--- src/rtl/rr_word_arbiter.sv ---
// rr_word_arbiter: round-robin share of one word channel among 2**W_SEL requesters.
// Optional RR_WORD_ARB_FIXED_PRI_EN selects fixed lowest-index priority instead.
module rr_word_arbiter #(
  parameter int W_WRD = 32,
  parameter int W_SEL = 2
) (
  input  logic                            clk,
  input  logic                            rst,
  input  logic [(1<<W_SEL)-1:0]           req,
  input  logic [(1<<W_SEL)*W_WRD-1:0]     bus,
  output logic [W_WRD-1:0]                out_dat,
  output logic [W_SEL-1:0]                out_sel,
  output logic                            out_vld,
  input  logic                            out_rdy,
  output logic [(1<<W_SEL)-1:0]           done,
  output logic [(1<<W_SEL)-1:0]           pend
);

  localparam int N_REQ = 1 << W_SEL;

  localparam logic [0:0] S_IDLE = 1'b0;
  localparam logic [0:0] S_BUSY = 1'b1;

  logic [0:0]       state_q, state_d;
  logic [N_REQ-1:0] req_dly_q;
  logic [N_REQ-1:0] pend_q, pend_d;
  logic [N_REQ-1:0] done_q, done_d;
  logic [W_WRD-1:0] dat_q, dat_d;
  logic [W_SEL-1:0] sel_q, sel_d;
  logic             vld_q, vld_d;
  logic [N_REQ-1:0] edg, clr, sel_oh;
  logic [W_SEL-1:0] start_idx, scan_idx, grant_idx;
  logic             found;

`ifdef RR_WORD_ARB_FIXED_PRI_EN
  assign start_idx = '0;
`else
  logic [W_SEL-1:0] ptr_q, ptr_d;
  assign start_idx = ptr_q;
`endif

  assign edg    = req & ~req_dly_q;
  assign sel_oh = {{(N_REQ-1){1'b0}}, 1'b1} << sel_q;

  // Scan pending flags upward from start_idx with wrap; first hit wins.
  always_comb begin
    found     = 1'b0;
    grant_idx = '0;
    scan_idx  = '0;
    for (int k = 0; k < N_REQ; k++) begin
      scan_idx = start_idx + W_SEL'(k);
      if (!found && pend_q[scan_idx]) begin
        found     = 1'b1;
        grant_idx = scan_idx;
      end
    end
  end

  // Grant / accept state machine next-state logic.
  always_comb begin
    state_d = state_q;
    dat_d   = dat_q;
    sel_d   = sel_q;
    vld_d   = vld_q;
    done_d  = '0;
    clr     = '0;
`ifndef RR_WORD_ARB_FIXED_PRI_EN
    ptr_d   = ptr_q;
`endif
    unique case (state_q)
      S_IDLE: begin
        if (found) begin
          sel_d   = grant_idx;
          dat_d   = bus[W_WRD*int'(grant_idx) +: W_WRD];
          vld_d   = 1'b1;
          state_d = S_BUSY;
        end
      end
      S_BUSY: begin
        if (vld_q && out_rdy) begin
          vld_d   = 1'b0;
          done_d  = sel_oh;
          clr     = sel_oh;
`ifndef RR_WORD_ARB_FIXED_PRI_EN
          ptr_d   = sel_q + 1'b1;
`endif
          state_d = S_IDLE;
        end
      end
      default: state_d = S_IDLE;
    endcase
    pend_d = edg | (pend_q & ~clr);
  end

  // State registers with synchronous reset.
  always_ff @(posedge clk) begin
    if (rst) begin
      state_q   <= S_IDLE;
      req_dly_q <= '0;
      pend_q    <= '0;
      done_q    <= '0;
      dat_q     <= '0;
      sel_q     <= '0;
      vld_q     <= 1'b0;
`ifndef RR_WORD_ARB_FIXED_PRI_EN
      ptr_q     <= '0;
`endif
    end else begin
      state_q   <= state_d;
      req_dly_q <= req;
      pend_q    <= pend_d;
      done_q    <= done_d;
      dat_q     <= dat_d;
      sel_q     <= sel_d;
      vld_q     <= vld_d;
`ifndef RR_WORD_ARB_FIXED_PRI_EN
      ptr_q     <= ptr_d;
`endif
    end
  end

  assign out_dat = dat_q;
  assign out_sel = sel_q;
  assign out_vld = vld_q;
  assign done    = done_q;
  assign pend    = pend_q;

endmodule

--- config.mk ---
export PLATFORM = sky130hd
export DESIGN_NAME = rr_word_arbiter
export DESIGN_NICKNAME = d
export VERILOG_FILES = /design/src/rtl/rr_word_arbiter.sv
export SDC_FILE = /design/constraint.sdc
export NUM_CORES = 1
export LEC_CHECK = 0
export CAP_MARGIN = 30
export CORE_MARGIN = 4
export CORE_UTILIZATION = 37
export DETAILED_ROUTE_END_ITERATION = 10
export GPL_TIMING_DRIVEN = 0
export HOLD_SLACK_MARGIN = 0.1
export PLACE_DENSITY = 0.79
export SYNTH_ARGS = -nofsm -noshare
export SYNTH_HDL_FRONTEND = slang
export SYNTH_SLANG_ARGS = --single-unit
--- constraint.sdc ---
create_clock -name clk -period 2.26 [get_ports clk]
set_clock_uncertainty 0.1 [all_clocks]
set_input_delay 0.339 -clock clk [delete_from_list [all_inputs] [get_ports clk]]
set_output_delay 0.339 -clock clk [all_outputs]
set_load 0.03 [all_outputs]
# Word-level counts from Yosys, hierarchy flattened
# Cells that the tools add are included.
# word_totals
reg_bits	50
in_bits	135
out_inout_bits	43
# classes
addsub	4
n_lt_le_gt_ge	4
n_eq_ne	2
shifts	2
muxes	24
n_bitwise	6
reduce_logical	10
# ops
cell	count
$shiftx 128x8->32	1
$lt 2x3->1 const B	4
$mux 1	12
$and 4x4->4	2
$bmux 1 s2	4
$mux 2	4
$mux 4	2
$not 4->4	2
$reduce_and 2->1	3
$add 2x1->2 const B	2
$add 2x2->2 const B	2
$logic_and 1x1->1	4
$or 4x4->4	1
$pmux 1 s2	2
$shl 1x2->4 const A	1
$logic_not 1->1	3
$ne 2x1->1 const B	1
$ne 2x2->1 const B	1
$not 1->1	1

# Depth between registers and ports, before layout
# Gate-level depths: netlist of run 1.
# logic_depth
word_depth	14
depth_mapped	8
depth_no_buf	5

# Worst setup path before layout of run 1
# Ideal clock, no wire load.
# synth_timing
kind	reg2reg
start	register pend_q[3], in the netlist pend[3]
end	register dat_q[10], in the netlist out_dat[10]
t_arrival_ns	1.844
t_required_ns	2.077
path_slack_ns	0.234
path_stages_with_launch	8
path_buffers	3
path_cell_list	dfxtp_1 -> buf_2 -> nor4_2 -> or2_4 -> buf_6 -> or3_4 -> buf_6 -> o221ai_1
# synth_via
elab_chain_cells	13
word_cells_on_any_way	24
classes_between	shift: 1; mux: 16; reduce/logical: 7
# synth_lines
element	line_no	text
from (decl)	26	logic [N_REQ-1:0] pend_q, pend_d;
from (signal assigned)	111	pend_q <= pend_d;
$bmux 1 s2	52	if (!found && pend_q[scan_idx]) begin
$mux 1 (implied by the code)	52	
$mux 1	52	
$logic_not 1->1	52	
$logic_and 1x1->1	52	
$mux 1	52	
$logic_not 1->1	52	
$logic_and 1x1->1	52	
$mux 1	52	
$logic_not 1->1	52	
$logic_and 1x1->1	52	
$mux 2 / $mux 1 (equally long branches)	52	
$shiftx 128x8->32 / $reduce_and 2->1 (equally long branches)	-	
to (signal assigned)	113	dat_q <= dat_d;
to (decl)	28	logic [W_WRD-1:0] dat_q, dat_d;
# Several ways; a longest one is shown, not always the timed one. The select of a mux whose other input is x is not followed.
# A chain may end at the register's enable or synchronous reset.

# Final worst setup path of run 1
# layout_timing
start	register ptr_q[1]
end	register dat_q[3], in the netlist out_dat[3]
# layout_via
elab_chain_cells	13
word_cells_on_any_way	27
classes_between	add/sub: 3; shift: 1; mux: 16; reduce/logical: 7
# layout_lines
element	line_no	text
from (decl)	38	logic [W_SEL-1:0] ptr_q, ptr_d;
from (signal assigned)	117	ptr_q <= ptr_d;
branches (longest 13 deep; another with $add 2x1->2)	-	
# Parallel ways; which one is timed is not known. The select of a mux whose other input is x is not followed.

==> out/metrics.json, run 1 <==
{
  "status": {
    "status": "finished, final reports clean"
  },
  "synth": {
    "postSynthCellCount": 319,
    "synthesis.nets": 458,
    "synthesized_cell_area_um2": 2870,
    "synth_edf_count": 0,
    "post_synth_num_cell_types": 34,
    "yosys_most_used_dff": "dfxtp_1",
    "ys_ff_latch": 50,
    "synthesized_area_divided_by_synthesized_cell_count_um2": 9.00,
    "synth_seq_area_share": 0.349,
    "async_reset_ff_frac": 0,
    "synth-warning-count": 0
  },
  "place": {
    "place_congestion": 0.778,
    "place.port_buffers": 177,
    "place_ws_ns": 0.0715,
    "inst_count_dp": 595,
    "post-dp-hpwl_um": 8600,
    "dpl_cell_area_um2": 4770
  },
  "sta": {
    "worst_slew_pin_slew_ns": 0.551,
    "hold_viol": 0,
    "fin_setup_tns_ns": 0,
    "final_max_slew_viol_count": 0,
    "final_period_minus_worst_setup_slack_ns": 2.16,
    "timing.max_slew.rel_slack": 0.633,
    "hold_slack_ns": 0.402,
    "worst_slack_ns": 0.0964,
    "setup_violations": 0,
    "fin_crit_sh": 0.957,
    "grt_setup_unrepaired": "yes",
    "max_clock_freq_ghz": 0.462
  },
  "grt": {
    "grt_first_pass_wirelength_um": 16200,
    "grt_use_total": 0.225,
    "grt_max_degree": 16,
    "initial_antenna_violation_count": 0,
    "number_of_global_route_vias_before_repair": 3440,
    "gr-total-overflow": 0
  },
  "hold_path": {
    "hold_removal_path_class": "flip-flop to flip-flop"
  },
  "worst_setup_path": {
    "critical_path.reg2reg.endpoint": "out_dat[3]",
    "cp_max_fo": 10,
    "r2r-start": "ptr_q[1]",
    "critical_path.endpoint_type": "flip-flop",
    "critPathArrivalTime_ns": 2.25,
    "reg2regPathDepth": 7,
    "critical_path.top_delay_family": "compound AO/OA/AOI/OAI gates",
    "required_ns": 2.34,
    "critical_path_depth": 7,
    "crit_start": "ptr_q[1]",
    "slowest_delay_ns": 0.55,
    "crit_path_kind": "flip-flop to flip-flop",
    "timing.critical_path.slowest_stage_cell": "a2111oi_0",
    "crit_buf_inv": 2,
    "last_element_of_the_critical_path": "out_dat[3]",
    "ff2ff_setup_slack_ns": 0.1,
    "start_kind": "flip-flop",
    "timing.critical_path.cells": "buf_4 -> mux2i_1 -> o22a_2 -> nand2_1 -> clkbuf_1 -> a2111oi_0 -> nor4_1"
  },
  "clock_network": {
    "cts_root_buf": "clkbuf_8",
    "cts_hold_buf": 0,
    "cts_tree": "done",
    "cts_num_sinks": 50,
    "clk_path_buf_depth": 2,
    "clock_tree.htree_level_count": 2,
    "latest_clock_arrival_within_the_worst_skew_pair_ns": 0.31,
    "cts_setup_buffers": 0,
    "number_of_cts_inserted_buffers": 5,
    "cts.reportedPaths.clkPinSlew_ns": 0.10
  },
  "floorplan": {
    "core.rowCount": 31,
    "ios": 178,
    "floorplan.die_area_um2": 9230,
    "die_width_um": 96.1,
    "placeableCoreArea_um2": 7410,
    "initial_core_util": 0.388,
    "die-height_um": 96.1
  },
  "route": {
    "route.antenna.remaining_nets": 0,
    "drt-total-wl_um": 10800,
    "number_of_vias_per_cell_after_detailed_routing": 5.46,
    "drtPass1Iterations": 4,
    "drt_first_iter_violations": 159,
    "routed-via-count": 3291,
    "drcViolationCount": 0,
    "routedWlPerCell_um": 18.0
  },
  "power": {
    "vdd.ir_drop.worst_mv": 0.234,
    "pwr_density_nw_per_um2": 576,
    "p_total_mw": 2.81,
    "p_leak_nw": 1.93
  },
  "layout": {
    "antennaDiodeCount": 0,
    "most_used_cells_in_the_layout_excluding_fill_and_tap_cells": "clkdlybuf4s50_1, dfxtp_1, mux2i_1",
    "mostFrequentLayoutCell": "clkdlybuf4s50_1",
    "instances_no_fill": 603,
    "areaGrowthSynthToFinish_pct": 69.8,
    "post-route-cell-area_um2": 4870,
    "layout.core_utilization": 0.658,
    "fin_nets": 642,
    "fraction_of_final_layout_cells_with_drive_strength_greater_than_1": 0.0655
  },
  "job": {
    "drv.max_cap_violation_count": 0
  }
}
==> registers in the layout (all words and copies together) (netlist names) <==
register and count:
out_dat 32, done 4, pend 4, req_dly_q 4
out_sel 2, ptr_q 2, out_vld 1, state_q 1
==> report_power, final <==
part	switching (mW)	internal, mW	total [mW]
sequential	0.0662	0.985	1.05
clock	0.311	0.247	0.558
combinational	0.608	0.593	1.20
==> cells by family (layout without fill, tap and decap cells) <==
family | count (synthesis) | in the layout | synth area share
buffers and inverters | 38 | 223 | 0.0693
adders and majority gates | 4 | 4 | 0.0174
AOI/OAI and AO/OA | 77 | 77 | 0.212
and+or+nand+nor | 117 | 117 | 0.238
muxes | 33 | 33 | 0.115
DFF | 50 | 50 | 0.349
==> worst min path at each step <==
stage                startpoint     endpoint  depth (start not counted)
detailed placement  out_dat[27]  out_dat[27]                          2
finish              out_dat[28]  out_dat[28]                          2
CTS                 out_dat[28]  out_dat[28]                          2
global route         out_dat[6]   out_dat[6]                          2
floorplan               state_q      state_q                          2
global placement        state_q      state_q                          2
==> worst min-delay path: stages (launching register included) <==
cell and delay, ns:
dfxtp_1 0.32, nor2_1 0.09, nor4_1 0.05
==> cells in the mapped netlist, types with 7 or more instances <==
cell type  number  area [um2]
a2111oi_0      26         228
a211o_1         7        61.3
a21oi_1        10        50.1
and3_1         27         169
buf_2          12        60.1
clkbuf_1       15        56.3
dfxtp_1        50        1000
mux2i_1        33         330
nand2_1         8        30.0
nand3_1         7        35.0
nand3b_1       19         143
nor2_1         22        82.6
nor2b_1         9        56.3
nor4_1         13        81.3
o21ai_0         7        35.0
o221ai_1       18         158
==> layer usage <==
layer  global-route usage  vias up  wire, um
met5                    0        -         0
met4               0.0758        0       180
met3               0.0680       14      1180
met2                0.393      167      5250
met1                0.261     1514      4230
li1                     -     1596         -
==> final cells by class <==
class	count	area, um2
flip-flops and latches	50	1000
repair buffers	177	1770
multi-input cells	231	1680
well taps	99	124
clock inverters	2	12.5
plain buffers	34	188
fillers	608	2530
clock buffers	6	82.6
inverters	4	15.0
==> timing repair <==
action | 4_1_cts | 5_1_grt
endpoints found under the hold margin | 0 | 0
endpoints found under the setup margin | 0 | 16
resized for setup | 0 | 4
No activity file was read; power rests on OpenSTA's default activity.
==> run 2: changes to the inputs <==
- CORE_UTILIZATION: 37 -> 34
- HOLD_SLACK_MARGIN: 0.1 -> unset
- PLACE_DENSITY: 0.79 -> 0.76
- clock period: 2.26 -> 1.8 ns (I/O delays scaled with it)
==> run 2 against run 1 <==
The run now ends with setup timing left. Sequential share of layout area decreased by 3.7 points. Clock power increased by 19%. Sequential power increased by 27%. Combinational power increased by 83%. Critical path type unchanged.
==> out/metrics.json, run 2 (synthesis results as in run 1) <==
{
  "status": {
    "status": "finished, violations left",
    "failing_checks": "setup timing"
  },
  "sta": {
    "hold_viol": {"value": 0, "change": "unchanged"},
    "grt_setup_unrepaired": "yes",
    "fin_setup_tns": {"value": -2.65, "unit": "ns", "change": "-2.65 ns"},
    "setup_violations": {"value": 32, "change": "+32"},
    "final_period_minus_worst_setup_slack": {"value": 1.92, "unit": "ns", "change": "-0.242 ns"},
    "worst_slack": {"value": -0.121, "unit": "ns", "change": "-0.218 ns"},
    "final_max_slew_viol_count": {"value": 0, "change": "unchanged"},
    "timing.max_slew.rel_slack": {"value": 0.603, "change": "-0.0297"},
    "hold_slack": {"value": 0.393, "unit": "ns", "change": "-0.00859 ns"},
    "worst_slew_pin_slew": {"value": 0.596, "unit": "ns", "change": "+0.0446 ns"},
    "max_clock_freq": {"value": 0.520, "unit": "GHz", "change": "+13%"},
    "fin_crit_sh": {"value": 1.07, "change": "+0.110"}
  },
  "place": {
    "place_congestion": {"value": 0.820, "change": "+5.4%"},
    "place.port_buffers": {"value": 177, "change": "unchanged"},
    "post-dp-hpwl": {"value": 8570, "unit": "um", "change": "-0.37%"},
    "inst_count_dp": {"value": 601, "change": "+1.0%"},
    "place_ws": {"value": -0.412, "unit": "ns", "change": "-0.484 ns"},
    "dpl_cell_area": {"value": 4790, "unit": "um2", "change": "+0.50%"}
  },
  "route": {
    "drt-total-wl": {"value": 12900, "unit": "um", "change": "+19%"},
    "route.antenna.remaining_nets": {"value": 0, "change": "unchanged"},
    "number_of_vias_per_cell_after_detailed_routing": {"value": 5.59, "change": "+2.4%"},
    "drtPass1Iterations": {"value": 4, "change": "unchanged"},
    "drt_first_iter_violations": {"value": 196, "change": "+23%"},
    "routedWlPerCell": {"value": 20.6, "unit": "um", "change": "+14%"},
    "drcViolationCount": {"value": 0, "change": "unchanged"},
    "routed-via-count": {"value": 3508, "change": "+6.6%"}
  },
  "layout": {
    "antennaDiodeCount": {"value": 0, "change": "unchanged"},
    "fin_nets": {"value": 661, "change": "+3.0%"},
    "post-route-cell-area": {"value": 6080, "unit": "um2", "change": "+25%"},
    "mostFrequentLayoutCell": "clkdlybuf4s50_1",
    "most_used_cells_in_the_layout_excluding_fill_and_tap_cells": "clkdlybuf4s50_1, dfxtp_1, and3_1",
    "fraction_of_final_layout_cells_with_drive_strength_greater_than_1": {"value": 0.258, "change": "+0.193"},
    "areaGrowthSynthToFinish_pct": 112,
    "instances_no_fill": {"value": 628, "change": "+4.1%"},
    "largest_register_ffs": {"value": 32, "change": "unchanged"}
  },
  "power": {
    "share_seq_of_total_power": {"value": 0.318, "change": "-0.056"},
    "power.combinational.fraction": {"value": 0.524, "change": "+0.096"},
    "power_report.internal_total": {"value": 2.64, "unit": "mW", "change": "+45%"},
    "vdd.ir_drop.worst": {"value": 0.436, "unit": "mV", "change": "+86%"},
    "power.switching": {"value": 1.55, "unit": "mW", "change": "+57%"},
    "switching_share": {"value": 0.369, "change": "+0.0185"},
    "p_leak": {"value": 2.21, "unit": "nW", "change": "+14%"},
    "pwr_density": {"value": 689, "unit": "nW/um2", "change": "+20%"},
    "clock_power_share": {"value": 0.158, "change": "-0.041"}
  },
  "grt": {
    "initial_antenna_violation_count": {"value": 0, "change": "unchanged"},
    "grt_max_degree": {"value": 16, "change": "unchanged"},
    "number_of_global_route_vias_before_repair": {"value": 3643, "change": "+5.9%"},
    "gr-total-overflow": {"value": 0, "change": "unchanged"},
    "grt_use_total": {"value": 0.231, "change": "+0.00516"},
    "grt_first_pass_wirelength": {"value": 18400, "unit": "um", "change": "+14%"}
  },
  "floorplan": {
    "ios": {"value": 178, "change": "unchanged"},
    "initial_core_util": {"value": 0.349, "change": "-0.0381"},
    "die-height": {"value": 99.9, "unit": "um", "change": "+4.0%"},
    "die_width": {"value": 99.9, "unit": "um", "change": "+4.0%"},
    "placeableCoreArea": {"value": 8220, "unit": "um2", "change": "+11%"},
    "core.rowCount": {"value": 33, "change": "+6.5%"},
    "floorplan.die_area": {"value": 9980, "unit": "um2", "change": "+8.1%"}
  },
  "worst_setup_path": {
    "critical_path.reg2reg.endpoint": "out_dat[8]",
    "critical_path.endpoint_type": "flip-flop",
    "start_kind": "flip-flop",
    "crit_start": "ptr_q[1]",
    "crit_path_kind": "flip-flop to flip-flop",
    "ff2ff_setup_slack": {"value": -0.12, "unit": "ns", "change": "-0.22 ns"},
    "last_element_of_the_critical_path": "out_dat[8]",
    "critPathArrivalTime": {"value": 2.01, "unit": "ns", "change": "-0.24 ns"},
    "cp_max_fo": {"value": 8, "change": "-2"},
    "reg2regPathDepth": {"value": 7, "change": "unchanged"},
    "r2r-start": "ptr_q[1]",
    "required": {"value": 1.89, "unit": "ns", "change": "-0.45 ns"}
  },
  "clock_network": {
    "clock_tree.htree_level_count": {"value": 2, "change": "unchanged"},
    "latest_clock_arrival_within_the_worst_skew_pair": {"value": 0.30, "unit": "ns", "change": "about the same"},
    "cts_tree": "done",
    "cts_hold_buf": {"value": 0, "change": "unchanged"},
    "number_of_cts_inserted_buffers": {"value": 5, "change": "unchanged"},
    "cts_num_sinks": {"value": 50, "change": "unchanged"},
    "cts_root_buf": "clkbuf_8",
    "cts.reportedPaths.clkPinSlew": {"value": 0.09, "unit": "ns", "change": "about the same"},
    "clk_path_buf_depth": {"value": 2, "change": "unchanged"}
  },
  "job": {
    "drv.max_cap_violation_count": {"value": 0, "change": "unchanged"}
  },
  "hold_path": {
    "hold_removal_path_class": "flip-flop to flip-flop"
  }
}
## run 2: changes by cell type in the layout (fill, tap and decap cells not counted), moves of 7 or more
cell	before	now
mux2i_1	33	9
buf_12	0	10
buf_2	12	2
mux2i_4	0	7
o221ai_2	1	10
a2111oi_4	0	20
a2111oi_0	24	0
clkbuf_1	15	8
buf_4	2	15
o221ai_1	18	9
mux2i_2	0	17
## run 2: critical path: stages (launching register included)
cell	delay, ns
dfxtp_4	0.39
mux2i_4	0.20
o22a_4	0.27
nand2_4	0.13
buf_12	0.18
buf_12	0.15
mux2i_1	0.27
o221ai_2	0.12
## run 2: worst min path at each step
stage,slack (ns),endpoint,cells after the start,start
after global routing,0.43,state_q,2,state_q
after global placement,0.37,state_q,2,state_q
after CTS,0.39,state_q,2,state_q
after detailed placement,0.38,state_q,2,state_q
after floorplan,0.30,req_dly_q[0],1,req[0]
final,0.39,state_q,2,state_q
## run 2: cell type report
cell class,count,area [um2]
Clock buffer,7,76.3
Timing Repair Buffer,198,2050
Multi-Input combinational cell,231,2390
Sequential cell,50,1020
Inverter,4,15.0
Clock inverter,1,7.51
Fill cell,554,2140
Buffer,32,378
Tap cell,105,131
## run 2: per-layer routing
layer,part of all wire,vias up,GRT usage
li1,-,1642,-
met1,0.37,1674,0.247
met2,0.52,174,0.433
met3,0.093,18,0.0751
met4,0.016,0,0.0588
met5,0,-,0
## run 2: stage by stage
step,util,power [mW]
floorplan,-,2.13
global placement,0.583,2.83
detailed placement,0.583,2.85
CTS,0.682,3.91
global route,0.740,4.35
finish,0.740,4.19
## run 2: power groups by stage
stage	combinational, mW	sequential (mW)	clock, mW
after detailed placement	1.51	1.35	0
after global placement	1.49	1.34	0
after global routing	2.30	1.35	0.703
after floorplan	0.564	1.57	0
final	2.19	1.33	0.663
after CTS	1.91	1.33	0.670
## run 2: timing repair
item / in CTS / in global routing
setup endpoints to repair: 37 / 44
buffers inserted: 9 / 6
pin swaps: 7 / 20
gates resized for setup: 141 / 69
cloned: 3 / 3
==> run 3: changes to the inputs <==
- CORE_UTILIZATION: 34 -> 30
- PLACE_DENSITY: 0.76 -> 0.68
- RECOVER_POWER: unset -> 100
==> run 3 against run 2 <==
The run still ends with setup timing left. Total power increased by 6.1%. First-iteration DRC count decreased by 47%. Sequential share of layout area about the same. Non-clock buffer count increased by 2. Core utilization decreased by 8.5 points. Register-to-register slack about the same. Combinational power decreased by 2%. Highest routed layer unchanged. Flip-flop and latch count unchanged. Via count decreased by 1.8%. Critical path depth unchanged.
==> out/metrics.json, run 3 (synthesis results as in run 1) <==
{
  "route": {
    "drt-total-wl": {"value": 12800, "unit": "um", "change": "-0.69%"},
    "drtPass1Iterations": {"value": 4, "change": "unchanged"},
    "routed-via-count": {"value": 3444, "change": "-1.8%"},
    "drt_first_iter_violations": {"value": 104, "change": "-47%"},
    "route.antenna.remaining_nets": {"value": 0, "change": "unchanged"},
    "drcViolationCount": {"value": 0, "change": "unchanged"},
    "number_of_vias_per_cell_after_detailed_routing": {"value": 5.27, "change": "-5.7%"},
    "routedWlPerCell": {"value": 19.6, "unit": "um", "change": "-4.6%"}
  },
  "worst_setup_path": {
    "critPathArrivalTime": {"value": 2.02, "unit": "ns", "change": "about the same"},
    "slowest_delay": {"value": 0.39, "unit": "ns", "change": "about the same"},
    "cp_max_fo": {"value": 8, "change": "unchanged"},
    "crit_path_kind": "flip-flop to flip-flop",
    "timing.critical_path.cells": "mux2i_4 -> o22a_4 -> nand2_8 -> buf_12 -> buf_12 -> mux2i_2 -> o221ai_2",
    "required": {"value": 1.89, "unit": "ns", "change": "about the same"},
    "start_kind": "flip-flop",
    "critical_path.endpoint_type": "flip-flop",
    "crit_buf_inv": {"value": 2, "change": "unchanged"},
    "timing.critical_path.slowest_stage_cell": "dfxtp_4",
    "critical-path-top-cell-by-count": "buf_12",
    "critical_path.top_delay_family": "multiplexers"
  },
  "sta": {
    "final_period_minus_worst_setup_slack": {"value": 1.93, "unit": "ns", "change": "+0.00814 ns"},
    "fin_setup_tns": {"value": -1.69, "unit": "ns", "change": "+0.958 ns"},
    "timing.max_slew.rel_slack": {"value": 0.646, "change": "+0.0430"},
    "max_clock_freq": {"value": 0.518, "unit": "GHz", "change": "-0.42%"},
    "hold_viol": {"value": 0, "change": "unchanged"},
    "setup_violations": {"value": 27, "change": "-16%"},
    "hold_slack": {"value": 0.391, "unit": "ns", "change": "-0.00213 ns"},
    "worst_slew_pin_slew": {"value": 0.531, "unit": "ns", "change": "-0.0646 ns"},
    "grt_setup_unrepaired": "yes",
    "worst_slack": {"value": -0.129, "unit": "ns", "change": "-0.00814 ns"},
    "fin_crit_sh": {"value": 1.07, "change": "+0.00452"},
    "final_max_slew_viol_count": {"value": 0, "change": "unchanged"}
  },
  "status": {
    "failing_checks": "setup timing",
    "status": "finished, violations left"
  },
  "power": {
    "vdd.ir_drop.worst": {"value": 0.364, "unit": "mV", "change": "-16%"},
    "p_leak": {"value": 2.27, "unit": "nW", "change": "+2.9%"},
    "pwr_density": {"value": 731, "unit": "nW/um2", "change": "+6.1%"}
  },
  "layout": {
    "mostFrequentLayoutCell": "clkdlybuf4s50_1",
    "fraction_of_final_layout_cells_with_drive_strength_greater_than_1": {"value": 0.234, "change": "-0.0238"},
    "largest_register_ffs": {"value": 32, "change": "unchanged"},
    "fin_nets": {"value": 663, "change": "+0.30%"},
    "fillerInstances": {"value": 746, "change": "+35%"},
    "post-route-cell-area": {"value": 6080, "unit": "um2", "change": "unchanged"},
    "areaGrowthSynthToFinish": {"value": 112, "unit": "%", "change": "unchanged"},
    "most_used_cells_in_the_layout_excluding_fill_and_tap_cells": "clkdlybuf4s50_1, dfxtp_1, and3_1",
    "antennaDiodeCount": {"value": 0, "change": "unchanged"}
  },
  "grt": {
    "initial_antenna_violation_count": {"value": 0, "change": "unchanged"},
    "globalRoute.busiestLayer": "met2",
    "number_of_global_route_vias_before_repair": {"value": 3629, "change": "-0.38%"},
    "grt_max_degree": {"value": 16, "change": "unchanged"},
    "gr-usage-met1": {"value": 0.234, "change": "-0.0125"},
    "grt.met3_usage": {"value": 0.0741, "change": "-0.000955"},
    "grt_use_total": {"value": 0.206, "change": "-0.0244"},
    "grt_use_met2": {"value": 0.366, "change": "-0.0674"},
    "gr-total-overflow": {"value": 0, "change": "unchanged"},
    "grt_first_pass_wirelength": {"value": 18700, "unit": "um", "change": "+1.5%"}
  },
  "clock_network": {
    "cts_root_buf": "clkbuf_8",
    "clk_path_buf_depth": {"value": 2, "change": "unchanged"},
    "latest_clock_arrival_within_the_worst_skew_pair": {"value": 0.32, "unit": "ns", "change": "+0.02 ns"},
    "cts.reportedPaths.clkPinSlew": {"value": 0.09, "unit": "ns", "change": "about the same"},
    "number_of_cts_inserted_buffers": {"value": 5, "change": "unchanged"},
    "cts_num_sinks": {"value": 50, "change": "unchanged"},
    "cts_hold_buf": {"value": 0, "change": "unchanged"},
    "clock_tree.htree_level_count": {"value": 2, "change": "unchanged"},
    "cts_tree": "done"
  },
  "floorplan": {
    "core.rowCount": {"value": 35, "change": "+6.1%"},
    "die_width": {"value": 106, "unit": "um", "change": "+5.9%"},
    "floorplan.die_area": {"value": 11200, "unit": "um2", "change": "+12%"},
    "initial_core_util": {"value": 0.309, "change": "-0.0402"},
    "die-height": {"value": 106, "unit": "um", "change": "+5.9%"},
    "placeableCoreArea": {"value": 9280, "unit": "um2", "change": "+13%"},
    "ios": {"value": 178, "change": "unchanged"}
  },
  "place": {
    "place_ws": {"value": -0.418, "unit": "ns", "change": "-0.00609 ns"},
    "dpl_cell_area": {"value": 4820, "unit": "um2", "change": "+0.63%"},
    "place_congestion": {"value": 0.862, "change": "+5.1%"},
    "post-dp-hpwl": {"value": 9090, "unit": "um", "change": "+6.1%"},
    "place.port_buffers": {"value": 177, "change": "unchanged"}
  },
  "job": {
    "drv.max_cap_violation_count": {"value": 0, "change": "unchanged"}
  },
  "hold_path": {
    "hold_removal_path_class": "flip-flop to flip-flop"
  }
}
run 3: cell count changes in the layout (fill, tap and decap cells not counted), moves of 3 or more:
| cell | previous run | this run |
|---|---|---|
| buf_6 | 4 | 7 |
| mux2i_1 | 9 | 23 |
| mux2i_2 | 17 | 7 |
| mux2i_4 | 7 | 3 |
run 3: worst min-delay path, cell delays in order, from the launching register on:
cell	delay [ns]
dfxtp_1	0.34
inv_1	0.06
a211oi_1	0.05
run 3: metrics by stage:
| step | utilization | power (mW) | cells |
|---|---|---|---|
| 2_1_floorplan | - | 2.13 | 319 |
| 3_3_place_gp | 0.519 | 2.84 | 625 |
| 3_5_place_dp | 0.519 | 2.87 | 625 |
| 4_1_cts | 0.603 | 4.16 | 645 |
| 5_1_grt | 0.655 | 4.61 | 654 |
| 6_report | 0.655 | 4.44 | 654 |
run 3: report_power, final:
| part | total [mW] | internal [mW] | switching, mW |
|---|---|---|---|
| logic | 2.15 | 1.12 | 1.04 |
| clock network | 0.958 | 0.550 | 0.408 |
| registers | 1.33 | 1.23 | 0.0962 |
run 3: final timing paths:
check | startpoint | end | slack, ns | cells past startpoint
setup / recovery | ptr_q[1] | out_dat[11] | -0.13 | 7
hold / removal | state_q | state_q | 0.39 | 2
setup reg to reg | ptr_q[1] | out_dat[11] | -0.13 | 7
hold reg to reg | state_q | state_q | 0.39 | 2
run 3: routing by layer:
metal	share of wire	vias up
met2	0.50	158
met3	0.093	24
met4	0.025	0
met1	0.39	1622
li1	-	1640
met5	0	-
run 3: layout make-up:
class / instances / area [um2] / share of cell area
multi-input combinational: 231 / 2300 / 0.378
timing repair buffer: 200 / 2070 / 0.341
inverter: 4 / 15.0 / 0.00247
clock buffer: 5 / 68.8 / 0.0113
sequential: 50 / 1020 / 0.168
clock inverter: 3 / 63.8 / 0.0105
buffer: 32 / 380 / 0.0626
tap: 129 / 161 / 0.0266
run 3: what timing repair did:
item                                    CTS  global route
cloned                                    2             5
pin swaps                                 2            15
resized for setup                       126            76
setup buffers                            10             6
endpoints found under the setup margin   37            37
